==> src/rtl/pwm_pkg.sv <==
// pwm_pkg: shared constants and encodings for the multi-channel PWM core
package pwm_pkg;
  localparam int CFG_INV = 0;
  localparam int CFG_DT_EN = 1;
  localparam int CFG_POL_A = 2;
  localparam int CFG_POL_B = 3;
  localparam int CFG_EN_A = 4;
  localparam int CFG_EN_B = 5;
  typedef enum logic {EDGE = 1'b0, CENTER = 1'b1} mode_e;
  localparam int DEF_WIDTH = 16;
  localparam int DEF_NUM_CH = 4;
  localparam int DEF_DT_WIDTH = 8;
  localparam int DEF_RCR_WIDTH = 8;
endpackage

==> src/rtl/pwm_mc_channel.sv <==
// pwm_mc_channel: window compare, registered reference, dead-time insertion and output stage
module pwm_mc_channel
  import pwm_pkg::*;
#(
  parameter int WIDTH = DEF_WIDTH,
  parameter int DT_WIDTH = DEF_DT_WIDTH
) (
  input  logic                clk,
  input  logic                rst,
  input  logic [WIDTH-1:0]    cnt,
  input  logic [WIDTH-1:0]    cmp_start,
  input  logic [WIDTH-1:0]    cmp_end,
  input  logic [DT_WIDTH-1:0] dtg,
  input  logic [7:0]          cfg,
  output logic                pwm_a,
  output logic                pwm_b
);
  logic ref_q, ref_n, dt_on, lvl_a, lvl_b;
  logic [DT_WIDTH-1:0] dt_cnt;
  logic unused_rsvd;
  assign unused_rsvd = ^cfg[7:6];
  always_comb begin
    ref_n = (cnt >= cmp_start && cnt < cmp_end) ^ cfg[CFG_INV];
    dt_on = cfg[CFG_DT_EN] && dtg != '0;
    lvl_a = dt_on ? ref_q && dt_cnt >= dtg : ref_q;
    lvl_b = dt_on ? !ref_q && dt_cnt >= dtg : !ref_q;
  end
  // dt_cnt saturates at all-ones so a later, larger dtg still sees the true run length
  always_ff @(posedge clk or posedge rst)
    if (rst) begin
      ref_q <= 1'b0;
      dt_cnt <= '0;
      pwm_a <= 1'b0;
      pwm_b <= 1'b0;
    end else begin
      ref_q <= ref_n;
      dt_cnt <= (ref_n != ref_q) ? '0 : (dt_cnt == '1 ? dt_cnt : dt_cnt + DT_WIDTH'(1));
      pwm_a <= (cfg[CFG_EN_A] & lvl_a) ^ cfg[CFG_POL_A];
      pwm_b <= (cfg[CFG_EN_B] & lvl_b) ^ cfg[CFG_POL_B];
    end
endmodule

==> src/rtl/pwm_core_mc.sv <==
// pwm_core_mc: shadowed prescaler, edge/center time base and repetition counter driving NUM_CH channels
module pwm_core_mc
  import pwm_pkg::*;
#(
  parameter int WIDTH = DEF_WIDTH,
  parameter int NUM_CH = DEF_NUM_CH,
  parameter int DT_WIDTH = DEF_DT_WIDTH,
  parameter int RCR_WIDTH = DEF_RCR_WIDTH
) (
  input  logic                         clk_psc_i,
  input  logic                         rst_i,
  input  logic                         cnt_en_i,
  input  logic                         center_i,
  input  logic                         ug_i,
  input  logic [WIDTH-1:0]             psc_i,
  input  logic [WIDTH-1:0]             arr_i,
  input  logic [RCR_WIDTH-1:0]         rcr_i,
  input  logic [NUM_CH*WIDTH-1:0]      cmp_start_i,
  input  logic [NUM_CH*WIDTH-1:0]      cmp_end_i,
  input  logic [NUM_CH*DT_WIDTH-1:0]   dtg_i,
  input  logic [NUM_CH*8-1:0]          cfg_i,
  output logic [WIDTH-1:0]             cnt_o,
  output logic                         dir_o,
  output logic                         update_o,
  output logic [NUM_CH-1:0]            pwm_a_o,
  output logic [NUM_CH-1:0]            pwm_b_o
);
  logic [WIDTH-1:0] psc_sh, arr_sh, psc_cnt, cnt_n;
  logic [RCR_WIDTH-1:0] rcr_sh, rep_cnt;
  mode_e center_sh;
  logic [NUM_CH*WIDTH-1:0] start_sh, end_sh;
  logic [NUM_CH*DT_WIDTH-1:0] dtg_sh;
  logic [NUM_CH*8-1:0] cfg_sh;
  logic tick, evt, dir_n, uev;
  // evt is the overflow/underflow the next tick would produce from the current count
  always_comb begin
    tick = cnt_en_i && psc_cnt >= psc_sh;
    if (arr_sh == '0) begin
      evt = 1'b1;
      cnt_n = '0;
      dir_n = 1'b0;
    end else if (center_sh == EDGE) begin
      evt = cnt_o >= arr_sh;
      cnt_n = evt ? '0 : cnt_o + WIDTH'(1);
      dir_n = 1'b0;
    end else if (!dir_o) begin
      evt = cnt_o >= arr_sh - WIDTH'(1);
      cnt_n = evt ? arr_sh : cnt_o + WIDTH'(1);
      dir_n = evt;
    end else begin
      evt = cnt_o <= WIDTH'(1);
      cnt_n = evt ? '0 : cnt_o - WIDTH'(1);
      dir_n = !evt;
    end
    uev = ug_i || (tick && evt && rep_cnt == '0);
  end
  always_ff @(posedge clk_psc_i or posedge rst_i)
    if (rst_i) begin
      psc_sh <= '0;
      arr_sh <= '0;
      rcr_sh <= '0;
      center_sh <= EDGE;
      start_sh <= '0;
      end_sh <= '0;
      dtg_sh <= '0;
      cfg_sh <= '0;
      psc_cnt <= '0;
      rep_cnt <= '0;
      cnt_o <= '0;
      dir_o <= 1'b0;
      update_o <= 1'b0;
    end else begin
      update_o <= uev;
      if (!cnt_en_i || uev) begin
        psc_sh <= psc_i;
        arr_sh <= arr_i;
        rcr_sh <= rcr_i;
        center_sh <= mode_e'(center_i);
        start_sh <= cmp_start_i;
        end_sh <= cmp_end_i;
        dtg_sh <= dtg_i;
        cfg_sh <= cfg_i;
      end
      if (ug_i) begin
        psc_cnt <= '0;
        cnt_o <= '0;
        dir_o <= 1'b0;
        rep_cnt <= rcr_i;
      end else if (cnt_en_i) begin
        psc_cnt <= tick ? '0 : psc_cnt + WIDTH'(1);
        if (tick) begin
          cnt_o <= cnt_n;
          dir_o <= dir_n;
          if (evt) rep_cnt <= rep_cnt == '0 ? rcr_sh : rep_cnt - RCR_WIDTH'(1);
        end
      end
    end
  for (genvar i = 0; i < NUM_CH; i++) begin : g_ch
    pwm_mc_channel #(.WIDTH(WIDTH), .DT_WIDTH(DT_WIDTH)) u_ch (
      .clk(clk_psc_i),
      .rst(rst_i),
      .cnt(cnt_o),
      .cmp_start(start_sh[i*WIDTH +: WIDTH]),
      .cmp_end(end_sh[i*WIDTH +: WIDTH]),
      .dtg(dtg_sh[i*DT_WIDTH +: DT_WIDTH]),
      .cfg(cfg_sh[i*8 +: 8]),
      .pwm_a(pwm_a_o[i]),
      .pwm_b(pwm_b_o[i])
    );
  end
endmodule

==> config.mk <==
export PLATFORM = sky130hd
export DESIGN_NAME = pwm_core_mc
export DESIGN_NICKNAME = d
export VERILOG_FILES = /design/src/rtl/pwm_pkg.sv /design/src/rtl/pwm_mc_channel.sv /design/src/rtl/pwm_core_mc.sv
export SDC_FILE = /design/constraint.sdc
export NUM_CORES = 1
export LEC_CHECK = 0
export CAP_MARGIN = 30
export CORE_ASPECT_RATIO = 0.9
export CORE_MARGIN = 10
export CORE_UTILIZATION = 51
export CTS_CLUSTER_DIAMETER = 150
export CTS_CLUSTER_SIZE = 30
export DETAILED_ROUTE_END_ITERATION = 10
export PLACE_DENSITY = 0.78
export SETUP_SLACK_MARGIN = 0.2
export SLEW_MARGIN = 0
export SYNTH_ARGS = -nofsm -noshare
export SYNTH_HDL_FRONTEND = slang
export SYNTH_SLANG_ARGS = --single-unit
==> constraint.sdc <==
create_clock -name clk_psc_i -period 10.47 [get_ports clk_psc_i]
set_input_delay 2.094 -clock clk_psc_i [delete_from_list [all_inputs] [get_ports clk_psc_i]]
set_output_delay 2.094 -clock clk_psc_i [all_outputs]
set_load 0.02 [all_outputs]
* Yosys cells after proc, flatten, opt, wreduce, memory -nomap -nowiden
Index checks and enable logic that the tools add are counted.
** Cells by class
- Reduce and logical (&&, ||, !) cells :: 38
- Bitwise logic cells :: 20
- Equality and inequality tests :: 12
- Mux-type cells :: 42
- Magnitude comparators :: 16
- $add $sub $neg :: 9
** Operator list (count)
- 16-bit 2-to-1 mux :: 12
- 16-bit >= comparator :: 7
- 8-bit 2-to-1 mux :: 13
- 16-bit < comparator :: 4
- 16-bit by 1-bit adder with 16-bit output (second input constant) :: 2
- 8-bit by 1-bit adder with 8-bit output (second input constant) :: 4
- 8-bit equality test (second input constant) :: 4
- 8-bit >= comparator :: 4
- 8-bit nonzero test :: 4
- 16-bit by 1-bit subtractor with 16-bit output (second input constant) :: 2
- 1-bit logical AND :: 19
- 1-bit 2-to-1 mux :: 17
- 16-bit by 1-bit <= comparator with 1-bit output (second input constant) :: 1
- 16-bit zero test :: 1
- 1-bit XOR :: 12
- 1-bit AND :: 8
- 8-bit zero test :: 1
- 2-bit by 1-bit inequality test with 1-bit output (second input constant) :: 4
- 8-bit by 1-bit subtractor with 8-bit output (second input constant) :: 1
- 1-bit zero test :: 6
- 2-bit nonzero test :: 3
- 1-bit inequality test :: 4
- 3-bit AND reduction :: 1
- 1-bit logical OR :: 2
- 2-bit AND reduction :: 1
** Storage, ports and cells
- Input port bits :: 237
- Flip-flop bits (word level) :: 317
- Word-level logic and storage cells :: 166
- Output and inout bits :: 26

* Longest topological paths before layout
Gate-level depths: netlist of run 1.
- Depth in word-level cells :: 9
- Depth in mapped cells :: 18
- Gate-level depth less buffers :: 15

* Cells and area by module
Synthesis of run 1 repeated with hierarchy kept, for this count alone.
** Unflattened totals
- Cell total of the unflattened synthesis :: 1859
- Area total of the unflattened synthesis :: 19585.0 µm²
** Modules (own cells, without submodules)
- pwm_core_mc :: area an instance 13138.9 µm², cells each 1059, instances 1, seq. area each 6881.6 µm²
- pwm_mc_channel :: area an instance 1611.5 µm², cells each 200, instances 4, seq. area each 275.3 µm²

* Worst setup path after synthesis of run 1
OpenSTA, ideal clock, no wires.
- Path kind :: register to register
- Start :: reg arr_sh[2]
- End :: reg cfg_sh[17]
- Clock period less this slack :: 4237 ps
- Data required time :: 10345 ps
- Setup time :: 125 ps
- Buffers on the path :: 3
- Arrival :: 4112 ps
- Cell stages (with the launch flop) :: 17
- Path slack :: 6233 ps
- Path through :: dfrtp_1 > nor4_1 > nand2_1 > or4_1 > nor4_1 > xnor2_1 > ha_1 > and4_1 > nand4_1 > o32ai_1 > o31ai_4 > o211ai_2 > a311o_1 > buf_4 > buf_6 > buf_6 > mux2_4
** Between the ends
- Word-level cells in the longest chain between the ends :: 9
- Elaborated cells between the ends (all ways) :: 11
- Those cells by class :: add/sub: 1; order compare: 2; mux: 3; reduce/logical: 5
** RTL lines
- start: declaration :: RTL line pwm_core_mc.sv:28 : logic [WIDTH-1:0] psc_sh, arr_sh, psc_cnt, cnt_n;
- start signal: assignment :: RTL line pwm_core_mc.sv:76 : arr_sh <= arr_i;
- 16-bit by 1-bit subtractor with 16-bit output :: RTL line pwm_core_mc.sv:47 : evt = cnt_o >= arr_sh - WIDTH'(1);
- 16-bit >= comparator :: RTL line pwm_core_mc.sv:47
- 1-bit 2-to-1 mux :: RTL line pwm_core_mc.sv:46 : end else if (!dir_o) begin
- 1-bit 2-to-1 mux :: RTL line pwm_core_mc.sv:42 : end else if (center_sh == EDGE) begin
- 1-bit 2-to-1 mux (*) :: RTL line pwm_core_mc.sv:38 : if (arr_sh == '0) begin
- 1-bit logical AND (*) (2 in a row) :: RTL line pwm_core_mc.sv:55 : uev = ug_i || (tick && evt && rep_cnt == '0);
- 1-bit logical OR (*) :: RTL line pwm_core_mc.sv:55
- 1-bit logical OR (*) :: RTL line pwm_core_mc.sv:74 : if (!cnt_en_i || uev) begin
- end signal: assignment :: RTL line pwm_core_mc.sv:82 : cfg_sh <= cfg_i;
- end: declaration :: RTL line pwm_core_mc.sv:33 : logic [NUM_CH*8-1:0] cfg_sh;
Every way passes the cells marked *; elsewhere a longest branch is shown, timed or not.
A chain may end at the register's enable or synchronous reset.

* Worst setup path in the final report of run 1
- Start :: reg arr_sh[2]
- End :: reg start_sh[21]
** Between the ends
- Word-level cells in the longest chain between the ends :: 9
- Elaborated cells between the ends (all ways) :: 11
- Those cells by class :: add/sub: 1; order compare: 2; mux: 3; reduce/logical: 5
** RTL lines
- 16-bit by 1-bit subtractor with 16-bit output :: RTL line pwm_core_mc.sv:47
- 16-bit >= comparator :: RTL line pwm_core_mc.sv:47
- 1-bit 2-to-1 mux :: RTL line pwm_core_mc.sv:46
- 1-bit 2-to-1 mux :: RTL line pwm_core_mc.sv:42
- 1-bit 2-to-1 mux (*) :: RTL line pwm_core_mc.sv:38
- 1-bit logical AND (*) (2 in a row) :: RTL line pwm_core_mc.sv:55
- 1-bit logical OR (*) :: RTL line pwm_core_mc.sv:55
- 1-bit logical OR (*) :: RTL line pwm_core_mc.sv:74
- end signal: assignment :: RTL line pwm_core_mc.sv:79 : start_sh <= cmp_start_i;
- end: declaration :: RTL line pwm_core_mc.sv:31 : logic [NUM_CH*WIDTH-1:0] start_sh, end_sh;
Marks and branches as above.

==> results of run 1 <==
-- cells in the mapped netlist (4+ instances only) --
cell type / n
dfrtp_1: 311
ha_1: 215
inv_1: 201
mux2_4: 150
nor2_1: 89
a21oi_1: 86
nand2_1: 86
mux2_2: 75
o21ai_0: 58
nand3_1: 54
nor3_1: 48
nand4_1: 39
xnor2_1: 39
and3_1: 29
clkbuf_1: 27
nor4_1: 27
xor2_1: 25
nand2b_1: 24
a21o_1: 23
a211oi_1: 18
buf_6: 17
a31oi_1: 13
or4_1: 11
nor3b_1: 10
buf_4: 9
a2111oi_0: 8
buf_2: 8
o211ai_1: 8
and4_1: 7
mux2i_1: 7
nor2b_1: 7
or3_1: 7
a311o_1: 6
a311oi_1: 6
nand3b_1: 6
o2111ai_1: 6
o21a_1: 6
o22ai_1: 5
a41oi_1: 4
o211a_1: 4
o311ai_0: 4
or2_2: 4
-- worst max-delay path, cell delays in order (launching register included) --
cell and delay (ns):
dfrtp_1 0.49, nor4_1 0.69, and3_1 0.29, nand2_1 0.09, nor4_1 0.47, nand3_1 0.18
xnor2_1 0.17, ha_1 0.30, and4_1 0.29, nand4_1 0.11, o32ai_1 0.48, o31ai_4 0.10
o211ai_2 0.19, a311o_2 0.64, buf_12 0.75, mux2_2 0.42
-- cells by family after synthesis --
group	synth area share, %
AND/OR/NAND/NOR	12.05
flip-flops	39.48
AO/OA/AOI/OAI	9.698
buffers and inverters	5.877
multiplexers	16.06
adder cells (fa/ha/maj)	13.65
XOR/XNOR	3.186
-- metrics by stage --
stage                     hold slack (ns)  power (uW)  cells  worst slack, ns
final                              0.5163        2579   2562            4.526
after global routing               0.5256        2711   2561            4.169
after CTS                          0.5171        2602   2559            4.435
after detailed placement           0.4891        1937   2543            4.482
after global placement             0.4829        1908   2542            4.603
after floorplan                    0.4692        1749   1836            4.235
-- worst min path at each step --
stage,from,depth (start not counted),end,slack [ns]
3_5_place_dp,cfg_sh[24],1,g_ch[3].u_ch.ref_q,0.49
3_3_place_gp,cfg_sh[0],1,g_ch[0].u_ch.ref_q,0.48
2_1_floorplan,cfg_sh[0],1,g_ch[0].u_ch.ref_q,0.47
5_1_grt,cfg_sh[24],1,g_ch[3].u_ch.ref_q,0.53
4_1_cts,cfg_sh[24],1,g_ch[3].u_ch.ref_q,0.52
6_report,cfg_sh[24],1,g_ch[3].u_ch.ref_q,0.52
-- power groups by stage --
stage	Clock, uW	Sequential, uW	Combinational [uW]
after floorplan	0	1380	371
after global placement	0	1400	505
after detailed placement	0	1410	530
after CTS	683	1380	535
after global routing	716	1400	596
final	660	1390	534
-- layer usage --
layer / global-route usage [%] / share of wire (%) / wire length [um] / vias up
li1: - / - / - / 7022
met1: 29.78 / 45 / 23110 / 7359
met2: 34.61 / 46 / 23560 / 468
met3: 4.341 / 6.9 / 3517 / 72
met4: 4.090 / 1.8 / 923 / 16
met5: 0 / 0.27 / 137 / -
-- sequential cells by signal, indices dropped and copies added (netlist names) --
| register | count |
|---|---|
| cnt_o | 16 |
| g_ch.u_ch.ref_q | 4 |
| psc_sh | 16 |
| center_sh | 1 |
| cfg_sh | 24 |
| update_o | 1 |
| rep_cnt | 8 |
| psc_cnt | 16 |
| g_ch.u_ch.pwm_a | 4 |
| g_ch.u_ch.dt_cnt | 32 |
| dir_o | 1 |
| start_sh | 64 |
| arr_sh | 16 |
| dtg_sh | 32 |
| end_sh | 64 |
| rcr_sh | 8 |
| g_ch.u_ch.pwm_b | 4 |
-- final cells by class --
| type | count | area [um2] |
|---|---|---|
| antenna | 1 | 2.502 |
| clock buffer | 15 | 375.4 |
| clock inverter | 1 | 20.02 |
| fill | 3070 | 15150 |
| inverter | 201 | 758.2 |
| multi-input combinational | 1262 | 10780 |
| sequential | 311 | 7782 |
| tap | 490 | 613.1 |
| timing repair buffer | 281 | 2810 |
==> results.tsv, run 1 <==
metric	value	unit
grt_overflow	0	
rsz0062_at_grt	false	
rr_worst_depth	15	
wl	51.24	mm
rr_endpoint	start_sh[21]	
drtIter0Drc	1399	
clockBufferDepth	3	
maxCapViolCount	0	
clk_pin_slew	0.12	ns
drc	0	
syn_avg_cell_area	10.74	um2
row_count	68	
synth_cell_type_count	71	
finalHoldViolCount	0	
yosysWarningCount	0	
clock-sinks	311	
r2r-start	arr_sh[2]	
track_usage	21.53	%
num_io_pins	263	
pwr-share-clk	25.6	%
fin_setup_tns	0	ns
fmax	168.2	MHz
slew_viol_final	0	
wl_per_cell	20.00	um
seqPwrFrac	53.7	%
layout_common_cells	dfrtp_1, clkdlybuf4s50_1, ha_1	
finalClockSkew	0.03563	ns
syn2layout_area_growth	17.38	%
path_max_fanout	130	
worst_slew_pin_slew	1.032	ns
worstSkewPairLatency	0.52	ns
drive_gt1_share	13.66	%
cp-startpoint	arr_sh[2]	
final_common_cell	dfrtp_1	
ys.flop_type	dfrtp_1	
p_int	1865	uW
hold_buffers	0	
setup_viol	0	
synthArstFlopShare	100.0	%
switching_share	27.69	%
synthTopCellsByArea	dfrtp_1, ha_1, mux2_4	
port_buffers	254	
dp_hpwl	37.79	mm
tritoncts	yes	
grt_max_degree	157	
grt_pass1_vias	15170	
relSlewSlack	30.97	%
pwr-share-comb	20.7	%
fin_util	60.44	%
yosys.area.top_type	dfrtp_1	
end_kind	flop	
initial_utilization	51.49	%
routed_via_density	5.830	
critPathKind	flop to flop	
syn-num-nets	2288	
cts_buffers	14	
synth_top_area_share	39.48	%
htree_levels	1	
arrival	6.35	ns
regToRegSetupSlack	4.53	ns
crit_path_start_kind	flop	
max-vdd-ir-drop	0.09414	mV
antenna_found_initial	9	
final_area	23140	um2
num_vias	14940	
cts_setup_buffers	0	
yosysSeqAreaShare	39.48	%
ctsResizeCount	0	
netlist_area	19710	um2
placed_area	22690	um2
crit_end	start_sh[21]	
status	completed	
p_switching	714.1	uW
period_share	56.77	%
coreArea	38290	um2
place.gp.congestion	0.8618	
clockRootBuffer	clkbuf_16	
synth_edf_count	0	
syn_inst	1836	
cp.required	10.88	ns
die-area	46930	um2
drt_first_pass_iters	8	
cellLeakagePower	0.01149	uW
nets	2523	
ys_ff_latch	311	
grt_pass1_wl	81.77	mm
die-width	227.2	um
die_y	206.5	um
hp-class	flop to flop	
postRouteAntennaNets	0	
fin_crit	5.944	ns
p_per_area	111.5	nW/um2
(Power assumes the default switching activity.)
==> run 2, diff against run 1 <==
--- a/config.mk
+++ b/config.mk
@@ -8,11 +8,11 @@
 export CAP_MARGIN = 30
 export CORE_ASPECT_RATIO = 0.9
 export CORE_MARGIN = 10
-export CORE_UTILIZATION = 51
+export CORE_UTILIZATION = 56
 export CTS_CLUSTER_DIAMETER = 150
 export CTS_CLUSTER_SIZE = 30
 export DETAILED_ROUTE_END_ITERATION = 10
-export PLACE_DENSITY = 0.78
+export PLACE_DENSITY = 0.81
 export SETUP_SLACK_MARGIN = 0.2
 export SLEW_MARGIN = 0
 export SYNTH_ARGS = -nofsm -noshare
==> constraint.sdc (replaced) <==
create_clock -name clk_psc_i -period 5.9 [get_ports clk_psc_i]
set_input_delay 1.18 -clock clk_psc_i [delete_from_list [all_inputs] [get_ports clk_psc_i]]
set_output_delay 1.18 -clock clk_psc_i [all_outputs]
set_load 0.02 [all_outputs]
==> results.tsv, run 2 (same netlist as run 1, synthesis figures left out) <==
metric	value	unit	change
drt_first_pass_iters	5		-3
row_count	65		-4.4%
regToRegSetupSlack	0.54	ns	-3.99 ns
slew_viol_final	0		unchanged
coreArea	34890	um2	-8.9%
path_max_fanout	146		+12%
crit_path_start_kind	flop		
wl	52.26	mm	+2.0%
postRouteAntennaNets	0		unchanged
hold_buffers	0		unchanged
cts_setup_buffers	0		unchanged
rsz0062_at_grt	false		
die-area	43120	um2	-8.1%
hp-class	flop to flop		
setup_viol	0		unchanged
dp_hpwl	37.97	mm	+0.48%
worst_slew_pin_slew	1.343	ns	+0.3109 ns
clockRootBuffer	clkbuf_16		
dp_slack	0.6849	ns	-3.797 ns
track_usage	23.74	%	+2.2 points
whs_endpoint	start_sh[15]		
arrival	5.78	ns	-0.57 ns
drtIter0Drc	1281		-8.4%
antenna_found_initial	4		-5
initial_utilization	56.50	%	+5.0 points
syn2layout_area_growth	17.39	%	about the same
rr_worst_depth	16		+1
max-vdd-ir-drop	0.2313	mV	+150%
cp.required	6.32	ns	-4.56 ns
worstSkewPairLatency	0.53	ns	about the same
cpPeakStageDelay	0.48	ns	-0.27 ns
relSlewSlack	10.46	%	-21 points
clk_pin_slew	0.12	ns	about the same
setup_ws	0.5361	ns	-3.990 ns
tritoncts	yes		
nets	2526		+0.12%
clock-sinks	311		unchanged
drc	0		unchanged
grt_max_degree	147		-6.4%
die_y	198.0	um	-4.1%
routed_via_density	5.903		+1.3%
num_io_pins	263		unchanged
ctsResizeCount	0		unchanged
cellLeakagePower	0.01150	uW	+0.12%
top_regs	end_sh: 64 flops, start_sh: 64 flops		
num_vias	15020		+0.58%
end_kind	flop		
place.gp.congestion	0.8854		+2.7%
finalClockSkew	0.02542	ns	-0.01021 ns
htree_levels	1		unchanged
status	completed		
fin_crit	5.364	ns	-0.5800 ns
p_per_area	198.7	nW/um2	+78%
clockBufferDepth	3		unchanged
min_from	start_sh[15]		
fin_setup_tns	0	ns	unchanged
path_cells	inv_1 > ha_1 > nor3b_1 > nand2_1 > or4_1 > nor4_1 > xnor2_1 > ha_1 > and4_1 > nand4_1 > o32ai_1 > o31ai_4 > o211ai_2 > a311o_2 > buf_12 > mux2_2		
power	4598	uW	+78%
layout_common_cells	dfrtp_1, clkdlybuf4s50_1, ha_1		
fmax	186.4	MHz	+11%
wl_per_cell	20.53	um	+2.7%
period_share	90.91	%	+34 points
critPathKind	flop to flop		
drive_gt1_share	13.79	%	+0.12 points
grt_pass1_wl	83.16	mm	+1.7%
slowest_stage	or4_1		
rr_endpoint	dtg_sh[31]		
crit_top_cell	ha_1		
cts_buffers	14		unchanged
min_path_cells	1		unchanged
port_buffers	254		unchanged
grt_pass1_vias	15580		+2.7%
maxCapViolCount	0		unchanged
r2r-start	arr_sh[0]		
grt_overflow	0		unchanged
die-width	217.8	um	-4.2%
final_common_cell	dfrtp_1		
finalHoldViolCount	0		unchanged
-- run 2: changes by cell type in the layout (fill, tap and decap cells not counted), sizes merged --
cell   change
buf        +3
diode      +1
-- run 2: critical path: cells and delay by family (launching register included) --
kind | cells | cell delay [ns]
AOI/OAI and AO/OA | 4 | 1.03
xor gates and xnor gates | 1 | 0.11
adders and majority gates | 2 | 0.58
buffers and inverters | 2 | 0.57
DFF | 1 | 0.45
muxes | 1 | 0.43
and+or+nand+nor | 6 | 1.57
-- run 2: power by group --
| part | internal, uW | total (uW) | switching, uW |
|---|---|---|---|
| sequential | 2300 | 2460 | 158 |
| combinational | 540 | 953 | 413 |
| clock | 471 | 1180 | 713 |
-- run 2: layout make-up --
type                       count  area, um2
multi-input combinational   1262      10780
antenna                        2      5.005
clock buffer                  15      375.4
inverter                     201      758.2
fill                        2652      11750
tap                          469      586.8
timing repair buffer         284       2835
sequential                   311       7782
clock inverter                 1      20.02
-- run 2: worst max path at each step --
stage	startpoint	end	slack, ns	depth (start not counted)
after floorplan	rst_i	arr_sh[0]	0.58	1
after global placement	arr_sh[0]	start_sh[19]	0.85	16
after detailed placement	arr_sh[0]	start_sh[31]	0.68	16
after CTS	arr_sh[0]	start_sh[31]	0.65	16
after global routing	arr_sh[0]	dtg_sh[31]	0.30	16
final	arr_sh[0]	dtg_sh[31]	0.54	16
-- run 2: per-stage QoR --
step / util (%) / hold WS (ns) / instances / cell area (um2)
after CTS: 66.24 / 0.5178 / 2542 / 23110
final: 66.33 / 0.5181 / 2545 / 23140
after floorplan: - / 0.4692 / 1836 / 19720
after global routing: 66.32 / 0.5318 / 2543 / 23140
after global placement: 65.07 / 0.4840 / 2524 / 22700
after detailed placement: 65.10 / 0.4902 / 2526 / 22710
-- run 2: routing by layer --
metal / track usage, % / vias to the layer above / wire (um)
met5: 0 / - / 31
met4: 5.807 / 6 / 1222
met3: 4.943 / 91 / 3537
met2: 38.97 / 475 / 24230
met1: 31.49 / 7431 / 23230
li1: - / 7021 / -
==> RTL change 1: new RTL, config.mk and constraints of run 1 <==
The output `update_o` loses its register stage (`update_o` becomes a continuous assignment).
--- a/src/rtl/pwm_core_mc.sv
+++ b/src/rtl/pwm_core_mc.sv
@@ -70,5 +70,3 @@
       dir_o <= 1'b0;
-      update_o <= 1'b0;
     end else begin
-      update_o <= uev;
       if (!cnt_en_i || uev) begin
@@ -97,2 +95,4 @@
     end
+
+  assign update_o = uev;
   for (genvar i = 0; i < NUM_CH; i++) begin : g_ch
Behaviour: not the same (a bounded check fails within 4 cycles, from zero or initial values and one cycle with rst_i high).
==> RTL change 1 against run 1 <==
  * Non-clock buffer count shrank 1
  * Setup slack lost 1600 ps
  * Cell count grew 0.20%
  * Power shrank 0.21%
  * Clock skew shrank 6.7 ps
  * Worst hold slack lost 8.4 ps
  * Area after synthesis shrank 0.13%
  * Sequential cell count shrank 1
  * Via count shrank 1.1%
  * Wire length shrank 0.49%
  * Sequential share of layout area shrank 0.056 points
  * Final area shrank 0.16%
  * Largest power group unchanged
==> RTL change 1: results (changes against run 1) <==
status: "finished clean"
final_nets: 2521  # -0.079%
1st_pass_router_iterations: 6  # -2
grt_use_total_pct: 21.7  # +0.15 points
reg2reg_slack_ps: 4260  # -270 ps
grt_antenna_before_repair: 10  # +1
synthTopCellsByArea: "dfrtp_1, ha_1, mux2_4, mux2_2, inv_1"
p_leak_nw: 11.5  # -0.19%
area.share.sequential_pct: 33.6  # -0.056 points
num_vias: 14777  # -1.1%
worst_path_largest_cell_delay_ps: 840  # +90 ps
multi_input_area_share_pct: 46.7  # +0.073 points
met1_usage_pct: 28.4  # -1.4 points
xor_xnor_cell_area_share_of_the_yosys_netlist_pct: 3.19  # +0.0040 points
synth_adder_area_share_pct: 13.7  # +0.017 points
wl_um: 51000  # -0.49%
critical_path.max_fanout: 26  # -80%
drt_iter0_drc: 1387  # -0.86%
non_clock_buffer_area_share_pct: 12.0  # -0.11 points
total_number_of_clock_tree_sinks: 310  # -0.32%
wire_length_of_the_first_global_routing_pass_um: 82000  # +0.32%
fin_worst_skew_ps: 28.9  # -6.74 ps
half_perimeter_wire_length_after_detailed_placement_um: 37100  # -1.8%
synthMuxAreaShare_pct: 16.1  # +0.020 points
place.gp.congestion: 0.898  # +4.2%
synth_top_cell_area_share_pct: 39.4  # -0.077 points
clock_buffer_count: 16  # +1
wl_met2_um: 23100  # -1.8%
drt_met1_wl_um: 22500  # -2.7%
hold_path_end: "g_ch[0].u_ch.ref_q"
timing.critical_path.max_delay_family: "compound AO/OA/AOI/OAI gates"
yosys-top-cells-count: "dfrtp_1, ha_1, inv_1"
yosysSeqAreaShare_pct: 39.4  # -0.077 points
clock_area_share_pct: 1.73  # +0.019 points
critPathCapture: "update_o"
total_inserted_antenna_cells: 7  # +6
RTL change 1: cell types whose count changed after synthesis, sizes merged:
cell / before / now
dfrtp: 311 / 310
RTL change 1: through the flow:
| step | utilization [%] | instances | total power [mW] | cell area [sq um] | hold WS [ps] |
|---|---|---|---|---|---|
| after floorplan | - | 1835 | 1.74 | 19700 | 469 |
| after global placement | 59.3 | 2540 | 1.90 | 22600 | 485 |
| after detailed placement | 59.3 | 2541 | 1.93 | 22700 | 491 |
| after CTS | 60.3 | 2558 | 2.60 | 23100 | 513 |
| after global routing | 60.4 | 2560 | 2.71 | 23100 | 531 |
| final | 60.5 | 2567 | 2.57 | 23100 | 508 |
RTL change 1: power by group through the flow:
stage | registers (mW) | clock network [mW] | logic, mW
final | 1.38 | 0.662 | 0.531
after detailed placement | 1.40 | 0 | 0.531
after global routing | 1.40 | 0.724 | 0.594
after global placement | 1.40 | 0 | 0.505
after floorplan | 1.37 | 0 | 0.371
after CTS | 1.38 | 0.685 | 0.535
==> RTL change 2: new RTL, flow settings as in run 1 <==
Without the edit above. Change the package constant `DEF_RCR_WIDTH` from 8 to 6.
--- a/src/rtl/pwm_pkg.sv
+++ b/src/rtl/pwm_pkg.sv
@@ -12,3 +12,3 @@
   localparam int DEF_DT_WIDTH = 8;
-  localparam int DEF_RCR_WIDTH = 8;
+  localparam int DEF_RCR_WIDTH = 6;
 endpackage
Ports: changed (resized rcr_i); port bits go from 263 to 261. The function was not compared with the original's and may differ.
==> RTL change 2 against run 1 <==
  * Setup slack got worse by 46 ps
  * Wire length fell by 1.8%
  * Non-clock buffer count fell by 1
  * Count of clock-buffer cells in the layout did not move
  * Clock skew rose by 2.4 ps
  * Final area fell by 2.3%
  * Power fell by 4.3%
  * Area after synthesis fell by 2.5%
  * Sequential cell count fell by 4
  * Core utilization rose by 0.28 points
  * Critical path depth did not move
  * Via count fell by 0.42%
  * Largest power group unchanged
==> RTL change 2: results (changes against run 1) <==
num_vias: 14874  # -0.42%
layout_min_cycle_time_ps: 5990  # +46.4 ps
final_layout_size_suffix_gt1_share_pct: 9.89  # -3.8 points
critical_path_arrival_ps: 6410  # +60 ps
synth-compound-area-share_pct: 12.5  # +2.8 points
synth_adder_area_share_pct: 14.0  # +0.36 points
worst-slew-pin-transition_ps: 1050  # +20.0 ps
reg2reg_slack_ps: 4480  # -50 ps
status: "finished clean"
switching_share_pct: 27.6  # -0.13 points
avgViaCountPerCell: 5.84  # +0.20%
half_perimeter_wire_length_after_detailed_placement_um: 37600  # -0.58%
worst_path_largest_cell_delay_ps: 670  # -80 ps
wire_length_of_the_first_global_routing_pass_um: 80400  # -1.7%
1st_pass_router_iterations: 6  # -2
grt_use_total_pct: 21.8  # +0.26 points
placed_area_sq_um: 22100  # -2.4%
reg2reg_depth: 15  # unchanged
final_nets: 2512  # -0.44%
place_inst: 2527  # -0.63%
yosysSeqAreaShare_pct: 40.0  # +0.51 points
synthCells: 1832  # -0.22%
power_frac_seq_pct: 54.6  # +0.9 points
cts_resized: 0  # unchanged
place.port_buffers: 252  # -0.79%
cts_buffer_depth: 3  # unchanged
p_leak_nw: 10.8  # -5.7%
peak_vdd_ir_uv: 86.7  # -7.9%
grt_max_degree: 167  # +6.4%
combinational_cell_power_consumption_uw: 458  # -14%
cts.root.buffer_cell: "clkbuf_16"
latest_clock_arrival_within_the_worst_skew_pair_ps: 530
nFillCells: 3094  # +0.78%
wl_um: 50300  # -1.8%
critPathCapture: "cfg_sh[29]"
fin_worst_skew_ps: 38.0  # +2.40 ps
synth_fp_nets: 2282  # -0.26%
hold_path.startpoint: "rcr_sh[2]"
xor_xnor_cell_area_share_of_the_yosys_netlist_pct: 2.90  # -0.28 points
hold_slack_ps: 489  # -27.6 ps
report.power.total_mw: 2.47  # -4.3%
yosys-top-cells-count: "dfrtp_1, ha_1, inv_1"
min_path_type: "reg -> reg"
hold_path_end: "rcr_sh[2]"
synth.distinct_cells: 63  # -11%
synthMuxAreaShare_pct: 13.4  # -2.7 points
cpMaxStageDelayCell: "buf_4"
synthTopCellsByArea: "dfrtp_1, ha_1, mux2_2, mux2_1, inv_1"
preCtsSetupSlack_ps: 3940  # -540 ps
grt_antenna_before_repair: 3  # -6
place.gp.congestion: 0.918  # +6.5%
critical_path.max_fanout: 52  # -60%
drt_iter0_drc: 1368  # -2.2%
RTL change 2: cell types whose count changed in the layout (fill, tap and decap cells not counted), moves of 20 or more:
cell and delta:
a21o_1 +20, mux2_4 -150, mux2_2 +70, o2111ai_1 +21, nor3_1 -23, mux2_1 +80
o221ai_1 +21, a21oi_1 -25
RTL change 2: per-layer routing:
metal,vias up,track usage [%],share of wire [%]
met5,-,0,0.042
met4,4,6.09,2.6
met3,82,4.17,6.6
met2,483,35.6,47
met1,7255,29.0,44
li1,7050,-,-
RTL change 2: layout make-up:
cell class / count / area (sq um) / share of cell area (%)
antenna: 1 / 2.50 / 0.0111
timing repair buffer: 280 / 2790 / 12.3
clock buffer: 15 / 375 / 1.66
tap: 483 / 604 / 2.67
sequential: 307 / 7680 / 34.0
inverter: 208 / 785 / 3.47
multi-input combinational: 1251 / 10300 / 45.7
clock inverter: 1 / 30.0 / 0.133
